## src/rtl/id_stage.sv

```systemverilog
// MIPS instruction-decode stage: register file with write-back bypass, decode,
// immediate extension, load-use hazard detection and the ID/EX pipeline register.
module id_stage #(
  parameter int NB_DATA = 32,
  parameter int NB_INST = 32,
  parameter int NB_OP   = 6,
  parameter int NB_REG  = 5
) (
  input  logic               i_clk,
  input  logic               i_reset,
  input  logic               i_valid,
  input  logic [NB_INST-1:0] i_instruction,
  input  logic [NB_INST-1:0] i_pc,
  input  logic               i_wb_enable,
  input  logic [NB_REG-1:0]  i_wb_addr,
  input  logic [NB_DATA-1:0] i_wb_data,
  input  logic               i_ex_flush,
  output logic               o_stall,
  output logic               o_valid,
  output logic [NB_INST-1:0] o_pc,
  output logic [NB_DATA-1:0] o_sign_extend,
  output logic [NB_DATA-1:0] o_data_1,
  output logic [NB_DATA-1:0] o_data_2,
  output logic [NB_OP-1:0]   o_code,
  output logic               o_selector_mux_A,
  output logic               o_selector_mux_B,
  output logic [NB_REG-1:0]  o_rs,
  output logic [NB_REG-1:0]  o_rt,
  output logic [NB_REG-1:0]  o_write_reg,
  output logic               o_reg_write,
  output logic               o_mem_read,
  output logic               o_mem_write,
  output logic               o_mem_to_reg
);

  typedef enum logic [5:0] {
    OP_RTYPE = 6'b000000,
    OP_ADDI  = 6'b001000,
    OP_ANDI  = 6'b001100,
    OP_ORI   = 6'b001101,
    OP_LW    = 6'b100011,
    OP_SW    = 6'b101011
  } opcode_e;

  typedef enum logic [NB_OP-1:0] {
    ALU_ADD = 6'b100000,
    ALU_AND = 6'b100100,
    ALU_OR  = 6'b100101
  } alu_e;

  logic [NB_DATA-1:0] regs [32];

  logic [5:0]         opcode;
  logic [NB_REG-1:0]  rs, rt, rd;
  logic [15:0]        imm;
  logic [NB_DATA-1:0] sext_imm, zext_imm;
  logic [NB_DATA-1:0] rd_data_1, rd_data_2;
  logic               rt_used, hazard;

  logic               nxt_valid, nxt_sel_a, nxt_sel_b;
  logic [NB_INST-1:0] nxt_pc;
  logic [NB_DATA-1:0] nxt_sext, nxt_data_1, nxt_data_2;
  logic [NB_OP-1:0]   nxt_code;
  logic [NB_REG-1:0]  nxt_rs, nxt_rt, nxt_write_reg;
  logic               nxt_reg_write, nxt_mem_read, nxt_mem_write, nxt_mem_to_reg;

  assign opcode   = i_instruction[31:26];
  assign rs       = i_instruction[25:21];
  assign rt       = i_instruction[20:16];
  assign rd       = i_instruction[15:11];
  assign imm      = i_instruction[15:0];
  assign sext_imm = {{(NB_DATA-16){imm[15]}}, imm};
  assign zext_imm = {{(NB_DATA-16){1'b0}}, imm};

  // r0 is never written, so regs[0] stays zero and needs no read-side guard
  always_comb begin
    rd_data_1 = regs[rs];
    rd_data_2 = regs[rt];
    if (i_wb_enable && (i_wb_addr != '0) && (i_wb_addr == rs)) rd_data_1 = i_wb_data;
    if (i_wb_enable && (i_wb_addr != '0) && (i_wb_addr == rt)) rd_data_2 = i_wb_data;
  end

  assign rt_used = (opcode == OP_RTYPE) || (opcode == OP_SW);
  assign hazard  = o_valid && o_mem_read && (o_rt != '0) && i_valid &&
                   ((o_rt == rs) || (rt_used && (o_rt == rt)));
  assign o_stall = hazard && !i_ex_flush;

  always_comb begin
    nxt_valid      = 1'b0;
    nxt_sel_a      = 1'b0;
    nxt_sel_b      = 1'b0;
    nxt_pc         = '0;
    nxt_sext       = '0;
    nxt_data_1     = '0;
    nxt_data_2     = '0;
    nxt_code       = '0;
    nxt_rs         = '0;
    nxt_rt         = '0;
    nxt_write_reg  = '0;
    nxt_reg_write  = 1'b0;
    nxt_mem_read   = 1'b0;
    nxt_mem_write  = 1'b0;
    nxt_mem_to_reg = 1'b0;
    if (i_valid && !i_ex_flush && !hazard) begin
      case (opcode)
        OP_RTYPE: begin
          nxt_valid = 1'b1; nxt_code = i_instruction[5:0]; nxt_sext = sext_imm;
          nxt_write_reg = rd; nxt_reg_write = 1'b1;
        end
        OP_ADDI: begin
          nxt_valid = 1'b1; nxt_code = ALU_ADD; nxt_sext = sext_imm; nxt_sel_b = 1'b1;
          nxt_write_reg = rt; nxt_reg_write = 1'b1;
        end
        OP_ANDI, OP_ORI: begin
          nxt_valid = 1'b1; nxt_code = (opcode == OP_ANDI) ? ALU_AND : ALU_OR;
          nxt_sext = zext_imm; nxt_sel_b = 1'b1;
          nxt_write_reg = rt; nxt_reg_write = 1'b1;
        end
        OP_LW: begin
          nxt_valid = 1'b1; nxt_code = ALU_ADD; nxt_sext = sext_imm; nxt_sel_b = 1'b1;
          nxt_write_reg = rt; nxt_reg_write = 1'b1; nxt_mem_read = 1'b1; nxt_mem_to_reg = 1'b1;
        end
        OP_SW: begin
          nxt_valid = 1'b1; nxt_code = ALU_ADD; nxt_sext = sext_imm; nxt_sel_b = 1'b1;
          nxt_write_reg = rt; nxt_mem_write = 1'b1;
        end
        default: ;
      endcase
      // unsupported opcodes leave nxt_valid low and fall through as a bubble
      if (nxt_valid) begin
        nxt_pc     = i_pc;
        nxt_rs     = rs;
        nxt_rt     = rt;
        nxt_data_1 = rd_data_1;
        nxt_data_2 = rd_data_2;
      end
    end
  end

  always_ff @(posedge i_clk) begin
    if (i_reset) begin
      for (int unsigned i = 0; i < 32; i++) regs[i] <= '0;
      o_valid          <= 1'b0;
      o_pc             <= '0;
      o_sign_extend    <= '0;
      o_data_1         <= '0;
      o_data_2         <= '0;
      o_code           <= '0;
      o_selector_mux_A <= 1'b0;
      o_selector_mux_B <= 1'b0;
      o_rs             <= '0;
      o_rt             <= '0;
      o_write_reg      <= '0;
      o_reg_write      <= 1'b0;
      o_mem_read       <= 1'b0;
      o_mem_write      <= 1'b0;
      o_mem_to_reg     <= 1'b0;
    end else begin
      if (i_wb_enable && (i_wb_addr != '0)) regs[i_wb_addr] <= i_wb_data;
      o_valid          <= nxt_valid;
      o_pc             <= nxt_pc;
      o_sign_extend    <= nxt_sext;
      o_data_1         <= nxt_data_1;
      o_data_2         <= nxt_data_2;
      o_code           <= nxt_code;
      o_selector_mux_A <= nxt_sel_a;
      o_selector_mux_B <= nxt_sel_b;
      o_rs             <= nxt_rs;
      o_rt             <= nxt_rt;
      o_write_reg      <= nxt_write_reg;
      o_reg_write      <= nxt_reg_write;
      o_mem_read       <= nxt_mem_read;
      o_mem_write      <= nxt_mem_write;
      o_mem_to_reg     <= nxt_mem_to_reg;
    end
  end

endmodule
```

## config.mk

```make
export PLATFORM = sky130hd
export DESIGN_NAME = id_stage
export DESIGN_NICKNAME = d
export VERILOG_FILES = /design/src/rtl/id_stage.sv
export SDC_FILE = /design/constraint.sdc
export NUM_CORES = 2
export LEC_CHECK = 0
export CAP_MARGIN = 20
export CORE_MARGIN = 4
export CORE_UTILIZATION = 56
export DETAILED_ROUTE_END_ITERATION = 8
export PLACE_DENSITY = 0.77
export SETUP_SLACK_MARGIN = 0.1
export SYNTH_ARGS = -nofsm -noshare
export SYNTH_HDL_FRONTEND = slang
export SYNTH_SLANG_ARGS = --single-unit
```

## constraint.sdc

```tcl
create_clock -name i_clk -period 2.6 [get_ports i_clk]
set_clock_uncertainty 0.05 [all_clocks]
set_input_delay 0.52 -clock i_clk [delete_from_list [all_inputs] [get_ports i_clk]]
set_output_delay 0.52 -clock i_clk [all_outputs]
set_load 0.01 [all_outputs]
```

==> results list <==
* Combinational cell fraction of total power: 13.4%
- After global routing the overflow that remains totals 0.
- The critical path crosses 6 cells after its start point.
* Worst Reg2Reg Path Length in Cells: 6
- Cell internal power was estimated by the tool at 34.04 mW.
- Vertical die dimension: 336.7 um
- Start-to-end type of the worst setup path: reg -> out
- In this run the critical register-to-register path is captured at o_data_2[0]$_SDFF_PP0_.
- Part of the total power dissipated in sequential elements: 47.9%
* Crit path DAT: 2.06 ns
- The analysis attributes to net switching a power of 11.30 mW.
* Final hold vios: 0
* Warnings, synthesis: 0
* Synthesized area: 60510 um^2
- The startpoint identified for the worst register-to-register timing path is regs[7][0]$_SDFFCE_PN0P_.
- Cells after synthesis: roughly 4300
- Clock latency on the worst-skew pair, taken at its later pin, is 0.73 ns.
- Remaining design rule violation count: 0
- Relative max-transition margin: 38.21%
- The most critical setup path has its endpoint at o_stall.
- The most critical setup path has its startpoint at o_rt[1]$_SDFF_PP0_.
- Non-filler cells, final: 6401
- At the end of the flow, the number of nets in the layout was 4993.
* Standard cell core area: approximately 110000 um^2
- Setup repair bufs after CTS: 0
- The final route contains 44360 vias.
* Total die area: 113400 um^2
* Placement row count: 120
- Slack of the critical path: -0.03338 ns
- Cells traversed along the worst timing path: xnor2_1, nand4_1, nor4_4, o21ai_4, nor2_2, buf_2
- First-pass GRT wire length: 308200 um
* Unrepaired setup endpoints after global routing: yes
- The worst path in the final design needs a cycle of 2.633 ns, including I/O delays and setup.
* Level count of the clock H-tree: 3
- Summed over all nets, the half-perimeter wirelength after detailed placement is 144400 um.
- Prior to clock tree synthesis, the placed netlist has a worst setup slack of -0.6548 ns.
* Vias/cell: 6.930
- The number of antenna violations at the first check in global routing was 20.
* Global placer's final weighted congestion: between 0.9 and 1
- Reported max-cap violation count: 0
* Design Power: 45.33 mW
* Net switching fraction of the power: 24.92%
* Most frequently used flop master after synthesis: edfxtp_1
- Maximum clock frequency: 379.7 MHz
* Overall routed net length: 217600 um
- Number of buffers on the longest clock path: 3
- TritonCTS clock tree: done
- Worst path required time: 2.03 ns
* Synth Register Bits: 1163
- The first detailed-routing pass ran for 5 iterations.
- For flop-to-flop paths, the worst setup slack is 0.25 ns.
- Clk sinks: 1163
* Lkg Pwr: 27.38 nW
* Via count of the first global-routing pass: roughly 44000
* Area added between synthesis and finish: 20.93%
- Top-level I/O count: 263
- Unique cell type count in the Yosys netlist: 69
- The count of nets left with antenna violations once routing finished came out at 0.
- Routed wirelength normalized by instance count: approximately 34 um
- The worst-case IR drop observed on VDD is approximately 660 uV.
* Power per cell area: about 620 nW/um^2
* Worst path top cell family by delay: simple AND/OR/NAND/NOR gates
- Category of the worst setup path capture point: output port
- The layout has 7142 filler cells.
- Number of synthesized flops with an enable pin: 1024
- Standard cell with the maximum stage delay on the critical path: dfxtp_2
- Mean post-synth cell area: around 14 um^2
* Fraction of final layout cells with drive strength greater than 1: between 20 and 30%
* Library cell used as clock root buffer: clkbuf_16
- Clock Power Share: 38.7%
* Flip-flop count of the largest register after layout: 1024
- Clock-pin slew was measured on the worst setup and hold paths at 0.06 ns.
- The worst setup path is launched from a register.
- Starting density of the core: 56.44%
- Result of the run: complete, but fails checks
- Counting flops per register, the top entry is regs.
- Along the worst path, the maximum fanout reaches 4.
* Post-route clock period utilization: 101.3%
* Number of cells after detailed placement: 6169
- Count of port buffers added during placement: 261
- Aggregate negative setup slack: -0.03338 ns
* Minimum hold slack: approximately 0.22 ns
- After synthesis, the share of flip-flops with an asynchronous set or reset is 0%.
- Global routing usage summed across all routing layers: 38.03%
- The largest single stage delay on the critical path is 0.38 ns.
- Entering global routing, the biggest net connects 76 pins.
- The floorplan step set the die width to around 340 um.
* Buf+Inv Stages, Crit Path: 1
- CTS Buf Count: 119
- The count of pins over their slew limit is 0.
* Detailed Route Iter0 Violations: 7419
* Slew @ Worst Pin: 0.9240 ns
- Violations in the final reports: negative setup slack
* Sequential cell area fraction in the yosys report: a little under three fifths
- Setup violations remaining at the end of the flow were counted as 1.
* Type of the most critical hold path: in -> reg
-- repair_timing --
| item | CTS | global route |
|---|---|---|
| resized for setup | 10 | 13 |
| setup endpoints to repair | 17 | 4 |
| hold buffers | 0 | 0 |
| pin swaps | 1 | 2 |
-- power groups by stage --
stage / combinational (mW) / sequential, mW / clock [mW]
floorplan: 3.17 / 21.9 / 0
finish: 6.09 / 21.7 / 17.5
detailed placement: 5.84 / 22.1 / 0
global route: 6.21 / 21.8 / 18.3
global placement: 5.77 / 22.0 / 0
CTS: 5.88 / 21.7 / 17.5
-- cells by family after synthesis --
logic type      count (synthesis)  share of synthesized area, %
compound gates                482                         5.995
xor+xnor                       20                        0.2895
buf+inv                       477                         4.473
flops                        1163                         55.42
mux                           756                         20.01
other cells                     1                      0.006197
simple gates                 1436                         13.81
-- layout by cell type, fill, tap and decap left out, types with 13 or more instances in the layout --
cell	instances
mux4_1	22
edfxtp_1	1024
buf_12	157
and3_1	59
a211oi_1	56
nand2_1	80
clkbuf_1	33
bufinv_16	13
a31oi_1	20
clkdlybuf4s50_1	246
mux2i_1	398
a221o_1	41
a221oi_2	16
or2_2	34
clkinv_1	19
nor2_1	128
a221oi_1	60
clkinv_2	21
mux4_2	334
a22oi_1	60
nor2_4	33
and2_1	995
conb_1	33
a21oi_1	59
nand2b_1	14
dfxtp_1	134
clkbuf_16	124
buf_4	454
o22ai_1	37
nor3_1	42
o21ai_0	60
-- cell usage after synthesis (all sizes together) (59+ instances only) --
cell type | number | area [um^2]
and3 | 59 | 369.1
dfxtp | 139 | 2783
mux2i | 398 | 3984
nor2 | 162 | 608.1
edfxtp | 1024 | 30750
a211oi | 65 | 533.0
a22oi | 60 | 450.4
nand2 | 81 | 304.0
clkbuf | 283 | 1094
mux4 | 356 | 8100
o21ai | 73 | 369.1
and2 | 997 | 6237
buf | 184 | 1562
a221oi | 76 | 765.7
a21oi | 59 | 295.3
-- how the worst min path moves through the flow --
stage | from | end | slack [ns] | depth (start not counted)
final | i_instruction[26] | o_code[0]$_SDFF_PP0_ | 0.22 | 4
after CTS | i_instruction[19] | o_rt[3]$_SDFF_PP0_ | 0.21 | 3
after global routing | i_instruction[19] | o_rt[3]$_SDFF_PP0_ | 0.24 | 3
after global placement | regs[11][7]$_SDFFCE_PN0P_ | o_data_2[7]$_SDFF_PP0_ | 0.81 | 3
after detailed placement | regs[10][7]$_SDFFCE_PN0P_ | o_data_2[7]$_SDFF_PP0_ | 0.84 | 3
after floorplan | i_instruction[29] | o_mem_to_reg$_SDFF_PP0_ | 0.55 | 1
-- worst register-to-register path, stage by stage, from the launching register on --
cell       delay (ns)
edfxtp_1         0.40
mux4_2           0.53
a2111oi_0        0.59
a21oi_1          0.26
buf_4            0.19
a22oi_1          0.16
nor2_1           0.07
-- layer usage --
metal | part of all wire (%) | track usage [%] | vias up
met5 | 0.016 | 0 | -
met3 | 16 | 12.80 | 1031
met4 | 7.8 | 23.85 | 6
li1 | - | - | 17510
met1 | 32 | 47.76 | 21570
met2 | 44 | 57.16 | 4244
-- area by class of cell --
| type | count | area (um^2) | area share (%) |
|---|---|---|---|
| sequential | 1163 | 33550 | 45.85 |
| inverter | 8 | 35.03 | 0.04788 |
| clock inverter | 58 | 618.1 | 0.8447 |
| clock buffer | 164 | 3314 | 4.530 |
| timing repair buffer | 868 | 9130 | 12.48 |
| multi-input combinational | 2727 | 24750 | 33.82 |
| antenna | 10 | 25.02 | 0.03420 |
| tap | 1403 | 1755 | 2.399 |
-- metrics by stage --
stage	utilization, %	area [um^2]
2_1_floorplan	-	60630
3_5_place_dp	64.51	69150
4_1_cts	68.19	73100
5_1_grt	68.23	73150
3_3_place_gp	64.51	69150
6_report	68.26	73170
(Power assumes the default switching activity.)
